[src/rtl/core_mem_arbiter_if.sv]
// Bundle of the requester-side and memory-side handshake signals of the
// core memory arbiter. The arbiter connects through the slave modport; the
// surrounding core/memory (or a bench) uses the master modport.
interface core_mem_arbiter_if #(
  parameter int ADDR_W = 32,
  parameter int DATA_W = 32
);
  // Instruction-fetch requester
  logic                  IF_REQ;
  logic [ADDR_W-1:0]     IF_ADDR;
  logic                  IF_GNT;
  logic                  IF_RVALID;
  logic [DATA_W-1:0]     IF_RDATA;

  // Load/store requester
  logic                  D_REQ;
  logic                  D_WE;
  logic [DATA_W/8-1:0]   D_BE;
  logic [ADDR_W-1:0]     D_ADDR;
  logic [DATA_W-1:0]     D_WDATA;
  logic                  D_GNT;
  logic                  D_RVALID;
  logic [DATA_W-1:0]     D_RDATA;

  // Shared memory port
  logic                  MEM_REQ;
  logic                  MEM_WE;
  logic [DATA_W/8-1:0]   MEM_BE;
  logic [ADDR_W-1:0]     MEM_ADDR;
  logic [DATA_W-1:0]     MEM_WDATA;
  logic                  MEM_GNT;
  logic                  MEM_RVALID;
  logic [DATA_W-1:0]     MEM_RDATA;

  // Status
  logic                  BUS_ERR;
  logic                  BUSY;

  modport slave (
    input  IF_REQ, IF_ADDR,
    input  D_REQ, D_WE, D_BE, D_ADDR, D_WDATA,
    input  MEM_GNT, MEM_RVALID, MEM_RDATA,
    output IF_GNT, IF_RVALID, IF_RDATA,
    output D_GNT, D_RVALID, D_RDATA,
    output MEM_REQ, MEM_WE, MEM_BE, MEM_ADDR, MEM_WDATA,
    output BUS_ERR, BUSY
  );

  modport master (
    output IF_REQ, IF_ADDR,
    output D_REQ, D_WE, D_BE, D_ADDR, D_WDATA,
    output MEM_GNT, MEM_RVALID, MEM_RDATA,
    input  IF_GNT, IF_RVALID, IF_RDATA,
    input  D_GNT, D_RVALID, D_RDATA,
    input  MEM_REQ, MEM_WE, MEM_BE, MEM_ADDR, MEM_WDATA,
    input  BUS_ERR, BUSY
  );
endinterface

[src/rtl/core_mem_arbiter.sv]
// Shares one memory port between the fetch and load/store requesters.
// One transaction at a time: IDLE grants (round-robin on ties), REQ holds
// the latched request until the memory accepts it, WAIT collects the
// response or gives up after TIMEOUT cycles with a bus-error pulse.
module core_mem_arbiter #(
  parameter int ADDR_W  = 32,
  parameter int DATA_W  = 32,
  parameter int TIMEOUT = 255
) (
  input logic              CLK,
  input logic              RST_N,
  core_mem_arbiter_if.slave bus
);

  localparam int   BE_W  = DATA_W / 8;
  localparam int   CNT_W = (TIMEOUT > 0) ? $clog2(TIMEOUT + 1) : 1;
  localparam logic TO_EN = (TIMEOUT != 0);

  typedef enum logic [1:0] {
    ST_IDLE = 2'd0,
    ST_REQ  = 2'd1,
    ST_WAIT = 2'd2
  } state_t;

  state_t            r_state;
  state_t            w_state_next;

  logic              r_last_d;     // 1: last granted requester was D
  logic              r_owner_d;    // 1: current transaction belongs to D
  logic [ADDR_W-1:0] r_addr;
  logic              r_we;
  logic [BE_W-1:0]   r_be;
  logic [DATA_W-1:0] r_wdata;
  logic              r_mem_req;
  logic              r_busy;

  logic [CNT_W-1:0]  r_cnt;
  logic [CNT_W-1:0]  w_cnt_next;

  logic              r_if_rvalid;
  logic [DATA_W-1:0] r_if_rdata;
  logic              r_d_rvalid;
  logic [DATA_W-1:0] r_d_rdata;
  logic              r_bus_err;

  logic              w_if_win;
  logic              w_d_win;
  logic              w_rsp;
  logic              w_timeout;

  // State register
  always_ff @(posedge CLK or negedge RST_N) begin
    if (!RST_N) begin
      r_state <= ST_IDLE;
    end else begin
      r_state <= w_state_next;
    end
  end

  // Next-state, arbitration and response/timeout decode
  always_comb begin
    w_state_next = r_state;
    w_if_win     = 1'b0;
    w_d_win      = 1'b0;
    w_rsp        = 1'b0;
    w_timeout    = 1'b0;
    w_cnt_next   = r_cnt + CNT_W'(1);
    case (r_state)
      ST_IDLE: begin
        if (bus.IF_REQ && bus.D_REQ) begin
          // Tie: the requester that did not win last time goes first
          if (r_last_d) begin
            w_if_win = 1'b1;
          end else begin
            w_d_win = 1'b1;
          end
        end else if (bus.IF_REQ) begin
          w_if_win = 1'b1;
        end else if (bus.D_REQ) begin
          w_d_win = 1'b1;
        end else begin
          w_if_win = 1'b0;
          w_d_win  = 1'b0;
        end
        if (w_if_win || w_d_win) begin
          w_state_next = ST_REQ;
        end else begin
          w_state_next = ST_IDLE;
        end
      end
      ST_REQ: begin
        // No limit here: a stalled memory simply keeps the request pending
        if (bus.MEM_GNT) begin
          w_state_next = ST_WAIT;
        end else begin
          w_state_next = ST_REQ;
        end
      end
      ST_WAIT: begin
        // A response in the same cycle as the timeout takes priority.
        // The timeout fires in the TIMEOUT-th WAIT cycle.
        if (bus.MEM_RVALID) begin
          w_rsp        = 1'b1;
          w_state_next = ST_IDLE;
        end else if (TO_EN && (w_cnt_next == CNT_W'(TIMEOUT))) begin
          w_timeout    = 1'b1;
          w_state_next = ST_IDLE;
        end else begin
          w_state_next = ST_WAIT;
        end
      end
      default: begin
        w_state_next = ST_IDLE;
      end
    endcase
  end

  // Latch the winning request fields and remember the winner
  always_ff @(posedge CLK or negedge RST_N) begin
    if (!RST_N) begin
      r_last_d  <= 1'b0;
      r_owner_d <= 1'b0;
      r_addr    <= {ADDR_W{1'b0}};
      r_we      <= 1'b0;
      r_be      <= {BE_W{1'b0}};
      r_wdata   <= {DATA_W{1'b0}};
    end else if (w_if_win) begin
      r_last_d  <= 1'b0;
      r_owner_d <= 1'b0;
      r_addr    <= bus.IF_ADDR;
      r_we      <= 1'b0;
      r_be      <= {BE_W{1'b1}};
      r_wdata   <= {DATA_W{1'b0}};
    end else if (w_d_win) begin
      r_last_d  <= 1'b1;
      r_owner_d <= 1'b1;
      r_addr    <= bus.D_ADDR;
      r_we      <= bus.D_WE;
      r_be      <= bus.D_BE;
      r_wdata   <= bus.D_WDATA;
    end
  end

  // Registered MEM_REQ and BUSY, derived from the upcoming state
  always_ff @(posedge CLK or negedge RST_N) begin
    if (!RST_N) begin
      r_mem_req <= 1'b0;
      r_busy    <= 1'b0;
    end else begin
      r_mem_req <= (w_state_next == ST_REQ);
      r_busy    <= (w_state_next != ST_IDLE);
    end
  end

  // WAIT-cycle counter, cleared when the memory accepts the request
  always_ff @(posedge CLK or negedge RST_N) begin
    if (!RST_N) begin
      r_cnt <= {CNT_W{1'b0}};
    end else if ((r_state == ST_REQ) && bus.MEM_GNT) begin
      r_cnt <= {CNT_W{1'b0}};
    end else if (r_state == ST_WAIT) begin
      r_cnt <= w_cnt_next;
    end
  end

  // One-cycle response pulses routed to the owner; data is zero otherwise
  always_ff @(posedge CLK or negedge RST_N) begin
    if (!RST_N) begin
      r_if_rvalid <= 1'b0;
      r_if_rdata  <= {DATA_W{1'b0}};
      r_d_rvalid  <= 1'b0;
      r_d_rdata   <= {DATA_W{1'b0}};
      r_bus_err   <= 1'b0;
    end else begin
      r_if_rvalid <= 1'b0;
      r_if_rdata  <= {DATA_W{1'b0}};
      r_d_rvalid  <= 1'b0;
      r_d_rdata   <= {DATA_W{1'b0}};
      r_bus_err   <= 1'b0;
      if (w_rsp) begin
        if (r_owner_d) begin
          r_d_rvalid <= 1'b1;
          r_d_rdata  <= bus.MEM_RDATA;
        end else begin
          r_if_rvalid <= 1'b1;
          r_if_rdata  <= bus.MEM_RDATA;
        end
      end else if (w_timeout) begin
        r_bus_err <= 1'b1;
        if (r_owner_d) begin
          r_d_rvalid <= 1'b1;
        end else begin
          r_if_rvalid <= 1'b1;
        end
      end
    end
  end

  assign bus.IF_GNT    = w_if_win;
  assign bus.D_GNT     = w_d_win;
  assign bus.IF_RVALID = r_if_rvalid;
  assign bus.IF_RDATA  = r_if_rdata;
  assign bus.D_RVALID  = r_d_rvalid;
  assign bus.D_RDATA   = r_d_rdata;
  assign bus.MEM_REQ   = r_mem_req;
  assign bus.MEM_WE    = r_we;
  assign bus.MEM_BE    = r_be;
  assign bus.MEM_ADDR  = r_addr;
  assign bus.MEM_WDATA = r_wdata;
  assign bus.BUS_ERR   = r_bus_err;
  assign bus.BUSY      = r_busy;

endmodule

[src/flat_wrapper.sv]
// flat-port wrapper written by rule: the top's interface ports become plain ports
module core_mem_arbiter_flat 
#(
  parameter int ADDR_W  = 32,
  parameter int DATA_W  = 32,
  parameter int TIMEOUT = 255
)
  (CLK, RST_N, bus_IF_REQ, bus_IF_ADDR, bus_D_REQ, bus_D_WE, bus_D_BE, bus_D_ADDR, bus_D_WDATA, bus_MEM_GNT, bus_MEM_RVALID, bus_MEM_RDATA, bus_IF_GNT, bus_IF_RVALID, bus_IF_RDATA, bus_D_GNT, bus_D_RVALID, bus_D_RDATA, bus_MEM_REQ, bus_MEM_WE, bus_MEM_BE, bus_MEM_ADDR, bus_MEM_WDATA, bus_BUS_ERR, bus_BUSY);
  core_mem_arbiter_if #(.ADDR_W(ADDR_W), .DATA_W(DATA_W)) bus_i ();
  input logic CLK;
  input logic RST_N;
  input wire logic [$bits(bus_i.IF_REQ)-1:0] bus_IF_REQ;
  input wire logic [$bits(bus_i.IF_ADDR)-1:0] bus_IF_ADDR;
  input wire logic [$bits(bus_i.D_REQ)-1:0] bus_D_REQ;
  input wire logic [$bits(bus_i.D_WE)-1:0] bus_D_WE;
  input wire logic [$bits(bus_i.D_BE)-1:0] bus_D_BE;
  input wire logic [$bits(bus_i.D_ADDR)-1:0] bus_D_ADDR;
  input wire logic [$bits(bus_i.D_WDATA)-1:0] bus_D_WDATA;
  input wire logic [$bits(bus_i.MEM_GNT)-1:0] bus_MEM_GNT;
  input wire logic [$bits(bus_i.MEM_RVALID)-1:0] bus_MEM_RVALID;
  input wire logic [$bits(bus_i.MEM_RDATA)-1:0] bus_MEM_RDATA;
  output wire logic [$bits(bus_i.IF_GNT)-1:0] bus_IF_GNT;
  output wire logic [$bits(bus_i.IF_RVALID)-1:0] bus_IF_RVALID;
  output wire logic [$bits(bus_i.IF_RDATA)-1:0] bus_IF_RDATA;
  output wire logic [$bits(bus_i.D_GNT)-1:0] bus_D_GNT;
  output wire logic [$bits(bus_i.D_RVALID)-1:0] bus_D_RVALID;
  output wire logic [$bits(bus_i.D_RDATA)-1:0] bus_D_RDATA;
  output wire logic [$bits(bus_i.MEM_REQ)-1:0] bus_MEM_REQ;
  output wire logic [$bits(bus_i.MEM_WE)-1:0] bus_MEM_WE;
  output wire logic [$bits(bus_i.MEM_BE)-1:0] bus_MEM_BE;
  output wire logic [$bits(bus_i.MEM_ADDR)-1:0] bus_MEM_ADDR;
  output wire logic [$bits(bus_i.MEM_WDATA)-1:0] bus_MEM_WDATA;
  output wire logic [$bits(bus_i.BUS_ERR)-1:0] bus_BUS_ERR;
  output wire logic [$bits(bus_i.BUSY)-1:0] bus_BUSY;
  assign bus_i.IF_REQ = bus_IF_REQ;
  assign bus_i.IF_ADDR = bus_IF_ADDR;
  assign bus_i.D_REQ = bus_D_REQ;
  assign bus_i.D_WE = bus_D_WE;
  assign bus_i.D_BE = bus_D_BE;
  assign bus_i.D_ADDR = bus_D_ADDR;
  assign bus_i.D_WDATA = bus_D_WDATA;
  assign bus_i.MEM_GNT = bus_MEM_GNT;
  assign bus_i.MEM_RVALID = bus_MEM_RVALID;
  assign bus_i.MEM_RDATA = bus_MEM_RDATA;
  assign bus_IF_GNT = bus_i.IF_GNT;
  assign bus_IF_RVALID = bus_i.IF_RVALID;
  assign bus_IF_RDATA = bus_i.IF_RDATA;
  assign bus_D_GNT = bus_i.D_GNT;
  assign bus_D_RVALID = bus_i.D_RVALID;
  assign bus_D_RDATA = bus_i.D_RDATA;
  assign bus_MEM_REQ = bus_i.MEM_REQ;
  assign bus_MEM_WE = bus_i.MEM_WE;
  assign bus_MEM_BE = bus_i.MEM_BE;
  assign bus_MEM_ADDR = bus_i.MEM_ADDR;
  assign bus_MEM_WDATA = bus_i.MEM_WDATA;
  assign bus_BUS_ERR = bus_i.BUS_ERR;
  assign bus_BUSY = bus_i.BUSY;
  core_mem_arbiter #(.ADDR_W(ADDR_W), .DATA_W(DATA_W), .TIMEOUT(TIMEOUT)) u_core (.CLK(CLK), .RST_N(RST_N), .bus(bus_i));
endmodule
[config.mk]
export PLATFORM = sky130hd
export DESIGN_NAME = core_mem_arbiter_flat
export DESIGN_NICKNAME = d
export VERILOG_FILES = /design/src/rtl/core_mem_arbiter_if.sv /design/src/rtl/core_mem_arbiter.sv /design/src/flat_wrapper.sv
export SDC_FILE = /design/constraint.sdc
export NUM_CORES = 1
export LEC_CHECK = 0
export ABC_AREA = 1
export CORE_UTILIZATION = 35
export CTS_CLUSTER_SIZE = 14
export DETAILED_ROUTE_END_ITERATION = 12
export PLACE_DENSITY = 0.72
export SYNTH_ARGS = -nofsm -noshare
export SYNTH_HDL_FRONTEND = slang
export SYNTH_SLANG_ARGS = --single-unit
export TNS_END_PERCENT = 5
[constraint.sdc]
create_clock -name CLK -period 2.32 [get_ports CLK]
set_input_delay 0.58 -clock CLK [delete_from_list [all_inputs] [get_ports CLK]]
set_output_delay 0.58 -clock CLK [all_outputs]
set_load 0.005 [all_outputs]
======== After elaboration in Yosys (flattened, before gate mapping) ========
Index checks and enable logic that the tools add are counted.
word-level totals
  output and inout bits ................... 140
  input bits .............................. 139
  register bits after elaboration ......... 149
  logic and storage cells ................. 69
cells by class
  add/subtract/negate cells ............... 1
  reductions and logical operators ........ 7
  mux-type cells .......................... 43
  equal/unequal tests ..................... 4
operator list
  cell                                                                   number
  32-bit two-way mux                                                     8
  1-bit two-way mux                                                      27
  8-bit two-way mux                                                      2
  8-bit by 1-bit adder with 8-bit output, second input constant          1
  8-bit equality test, second input constant                             1
  4-bit two-way mux                                                      2
  2-bit two-way mux                                                      3
  2-bit case mux with 3 select lines                                     1
  2-bit nonzero test                                                     3
  2-bit by 1-bit equality test with 1-bit output, second input constant  2
  2-bit equality test, second input constant                             1
  1-bit logical AND                                                      2
  2-bit logical NOT                                                      1
  1-bit logical OR                                                       1

======== Logic depth before layout (Yosys ltp) ========
  depth after elaboration ................. 8
  gate-level depth with buffers ........... 10
  depth with buffers taken out ............ 10

======== Worst setup path before layout ========
No wires, ideal clock.
  path kind ............................... input-to-output
  start point ............................. input port bus_IF_REQ
  end point ............................... output port bus_IF_GNT
  arrival ................................. 1.166 ns
  path slack .............................. 0.574 ns
  cell stages on the path ................. 4
  path buffers ............................ 1
  data required time ...................... 1.740 ns
  path through ............................ a21boi_1 -> nand2_2 -> clkinv_1 -> buf_4
between the ends
  longest elaborated chain between the ends .. 4
  elaborated cells between the ends (all ways) .. 5
  classes of those cells .................. mux (4); reduce/logical (1)
ends and longest elaborated chain
  what                                                           RTL line                                        text
  from (decl)                                                    flat_wrapper.sv:12                              input wire logic [$bits(bus_i.IF_REQ)-1:0] bus_IF_REQ;
  1-bit two-way mux / 1-bit logical AND (equally long branches)  core_mem_arbiter.sv:77, core_mem_arbiter.sv:70
  1-bit two-way mux (*)                                          core_mem_arbiter.sv:70                          if (bus.IF_REQ && bus.D_REQ) begin
  1-bit two-way mux (*) (2 in a row)                             core_mem_arbiter.sv:68                          case (r_state)
  to (decl)                                                      flat_wrapper.sv:22                              output wire logic [$bits(bus_i.IF_GNT)-1:0] bus_IF_GNT;
Mark *: on every way between the ends. The rest lies on a longest branch, timed or not. The select of a mux whose other input is x is not followed.

======== Worst setup path after layout ========
Same ends and word-level chain as after synthesis.

==> flow_metrics.env <==
export IMPL_outcome="complete, no violations"
export IMPL_die_x_um=127
export IMPL_max_freq_mhz=456
export IMPL_drv_cap=0
export IMPL_p_int_mw=6.72
export IMPL_crit_family="buffers and inverters"
export IMPL_crit_path_start_kind="input pin"
export IMPL_worst_slew_pin_slew_ps=494
export IMPL_gp_congestion=0.826
export IMPL_slew_viol_final=0
export IMPL_tns_ps=0
export IMPL_numCtsBuffers=17
export IMPL_avgSynthCellArea_um2=10.5
export IMPL_grt_total_usage_pct=20.0
export IMPL_combPwrFrac_pct=35.1
export IMPL_layout_setup_ws_ps=127
export IMPL_syn_to_final_growth_pct=66.2
export IMPL_ys_seq_elements=149
export IMPL_power_frac_clock_pct=27.1
export IMPL_powerDensity_nw_per_um2=1070
export IMPL_htree_levels=4
export IMPL_post_drt_via_cell_ratio=4.65
export IMPL_worstPathCellList="clkdlybuf4s50_1, a21boi_2, nand2_2, clkinv_1, dlygate4sd2_1"
export IMPL_worst_path_largest_cell_delay_ps=480
export IMPL_total_power_mw=9.79
export IMPL_grt_pass1_wl_um=24900
export IMPL_core_um2=15300
export IMPL_arrival_ps=1610
export IMPL_sequentialPowerShare_pct=37.8
export IMPL_synthCells=523
export IMPL_synth_area_um2=5500
export IMPL_clock_latency_ps=420
export IMPL_ys_warn_count=0
export IMPL_antenna_found_initial=0
export IMPL_p_sw_mw=3.07
export IMPL_diodes=0
export IMPL_timing_final_crit_period_ps=2190
export IMPL_cts_root_buffer="clkbuf_16"
export IMPL_postRouteAntennaNets=0
export IMPL_drtIter0Drc=237
export IMPL_final_nets=950
export IMPL_crit_path_top_delay_cell="clkdlybuf4s50_1"
export IMPL_die_area_um2=16200
export IMPL_grt_ovfl_total=0
export IMPL_clkSlewWorstSetupHoldPaths_ps=60
export IMPL_cp_end_kind="output port"
export IMPL_vias=4803
export IMPL_cp_max_fo=2
export IMPL_grt_pass1_vias=4922
export IMPL_swShare_pct=31.3
export IMPL_critical_path_class="input pin to output port"
export IMPL_holdWs_ps=106
export IMPL_drc=0
export IMPL_path_buf_inv=3
export IMPL_cts_tree="yes"
export IMPL_holdCritPathClass="input pin to async pin"
export IMPL_routed_wl_um=15700
export IMPL_skew_ps=6.06
export IMPL_pre_cts_ws_ps=-181
export IMPL_place_hpwl_um=11300
export IMPL_grt_start_max_net_pins=50
export IMPL_post_cts_buffers=0
export IMPL_fill_cells=1236
export IMPL_port_buffers=278
export IMPL_num_rows=45
export IMPL_die_h_um=127
export IMPL_ys_seq_area_share_pct=67.8
export IMPL_slew_headroom_pct=67.1
export IMPL_numClockSinks=149
export IMPL_rsz0062_at_grt="false"
export IMPL_min_period_over_period_pct=94.5
export IMPL_critPathRequiredTime_ps=1740
export IMPL_firstDrtPassIters=5
export IMPL_syn_nets=664
export IMPL_start_util_pct=36.1
export IMPL_io_pins=279
export IMPL_layout_drive_gt1_share_pct=6.45
export IMPL_hold_violations=0
export IMPL_clk_path_buf_depth=2
export IMPL_synth_distinct_cells=22
export IMPL_setup_violations=0
export IMPL_cellLeakagePower_nw=4.18
export IMPL_ir_worst_vdd_uv=500
export IMPL_avgRoutedWirePerCell_um=15.2
-- power groups by stage --
stage | Combinational [mW] | Clock (mW) | Sequential, mW
CTS | 3.48 | 2.72 | 3.71
global route | 3.78 | 2.83 | 3.78
global placement | 3.38 | 0 | 3.70
floorplan | 1.37 | 0 | 3.74
finish | 3.43 | 2.65 | 3.70
detailed placement | 3.47 | 0 | 3.73
-- cells by family after synthesis --
kind of cell             share of synthesized area, %
adder cells (fa/ha/maj)                         0.455
AO/OA/AOI/OAI                                    13.3
buffers and inverters                            5.89
flip-flops                                       67.8
AND/OR/NAND/NOR                                  12.6
-- flip-flops by register name (all words and copies together) (netlist names) --
register / flops
u_core.bus.BUSY: 1
u_core.bus.BUS_ERR: 1
u_core.bus.D_RDATA: 32
u_core.bus.D_RVALID: 1
u_core.bus.IF_RDATA: 32
u_core.bus.IF_RVALID: 1
u_core.bus.MEM_ADDR: 32
u_core.bus.MEM_BE: 4
u_core.bus.MEM_REQ: 1
u_core.bus.MEM_WDATA: 32
u_core.bus.MEM_WE: 1
u_core.r_cnt: 8
u_core.r_last_d: 1
u_core.r_state: 2
-- layout make-up --
class / instances / area (um2) / area share (%)
Sequential cell: 149 / 3730 / 40.8
Timing Repair Buffer: 292 / 2940 / 32.1
Multi-Input combinational cell: 297 / 1450 / 15.9
Clock buffer: 17 / 425 / 4.65
Tap cell: 211 / 264 / 2.89
Inverter: 52 / 195 / 2.13
Clock inverter: 15 / 144 / 1.57
-- cell usage in the layout (no fill, tap or decap), types with 3 or more instances in the layout --
cell type and instances:
nor2_1 106, inv_6 6, buf_4 10, clkdlybuf4s50_1 274, a22o_1 33, dlygate4sd2_1 3, inv_1 48, o21ai_0 39
nand3_1 8, o22ai_1 8, buf_12 4, nand2_1 59, clkinv_2 3, clkbuf_16 17, a21oi_1 35, dfrtp_1 149
-- metal layers --
| layer | global-route usage (%) | vias to the layer above | share of wire [%] |
|---|---|---|---|
| li1 | - | 2262 | - |
| met1 | 22.9 | 2286 | 39 |
| met2 | 34.3 | 231 | 50 |
| met3 | 6.49 | 24 | 9.0 |
| met4 | 8.61 | 0 | 1.9 |
| met5 | 0 | - | 0 |
-- repair_timing --
| item | CTS | global route |
|---|---|---|
| endpoints found under the hold margin | 0 | 0 |
| setup endpoints to repair | 2 | 0 |
| resized for setup | 4 | 0 |
| hold buffers | 0 | 0 |
-- worst paths after layout --
check                                      endpoint  cells after the start                     start  slack [ps]
max                                      bus_IF_GNT                      5                bus_IF_REQ         130
min                         u_core.bus.IF_RDATA[28]                      1                     RST_N         110
max reg2reg                         u_core.bus.BUSY                      9           u_core.r_last_d         570
min reg2reg                u_core.bus.MEM_WDATA[19]                      1  u_core.bus.MEM_WDATA[19]         500
max in group asynchronous    u_core.bus.D_RDATA[19]                      2                     RST_N        1590
min in group CLK           u_core.bus.MEM_WDATA[19]                      1  u_core.bus.MEM_WDATA[19]         500
-- worst reg2reg max path: cells and delay by family, from the launching register on --
kind | cells | cell delay [ps]
and+or+nand+nor | 3 | 340
AOI/OAI and AO/OA | 2 | 200
DFF | 1 | 420
buffers and inverters | 4 | 660
-- through the flow --
stage                     std cells  utilization [%]  instance area [um2]
after floorplan                 523                -                 5500
after global placement         1001             56.2                 8580
after detailed placement       1001             56.2                 8580
after CTS                      1033             59.9                 9150
after global routing           1033             59.9                 9150
final                          1033             59.9                 9150
-- synth_stat cells --
cell / number / area [um2]
buf_4: 4 / 30.0
buf_2: 16 / 80.1
nand2_4: 1 / 11.3
a21oi_1: 35 / 175
nor2_1: 106 / 398
nand2_1: 59 / 221
nand3_1: 8 / 40.0
inv_1: 48 / 180
nand2_2: 1 / 6.26
nand3_2: 1 / 10.0
clkbuf_1: 5 / 18.8
a22o_1: 33 / 289
a31oi_1: 1 / 6.26
inv_2: 2 / 7.51
ha_1: 2 / 25.0
o22ai_1: 8 / 50.1
a22oi_1: 1 / 7.51
dfrtp_1: 149 / 3730
clkinv_1: 2 / 7.51
a21boi_1: 1 / 7.51
nand3b_1: 1 / 7.51
o21ai_0: 39 / 195
(Power assumes the default switching activity.)
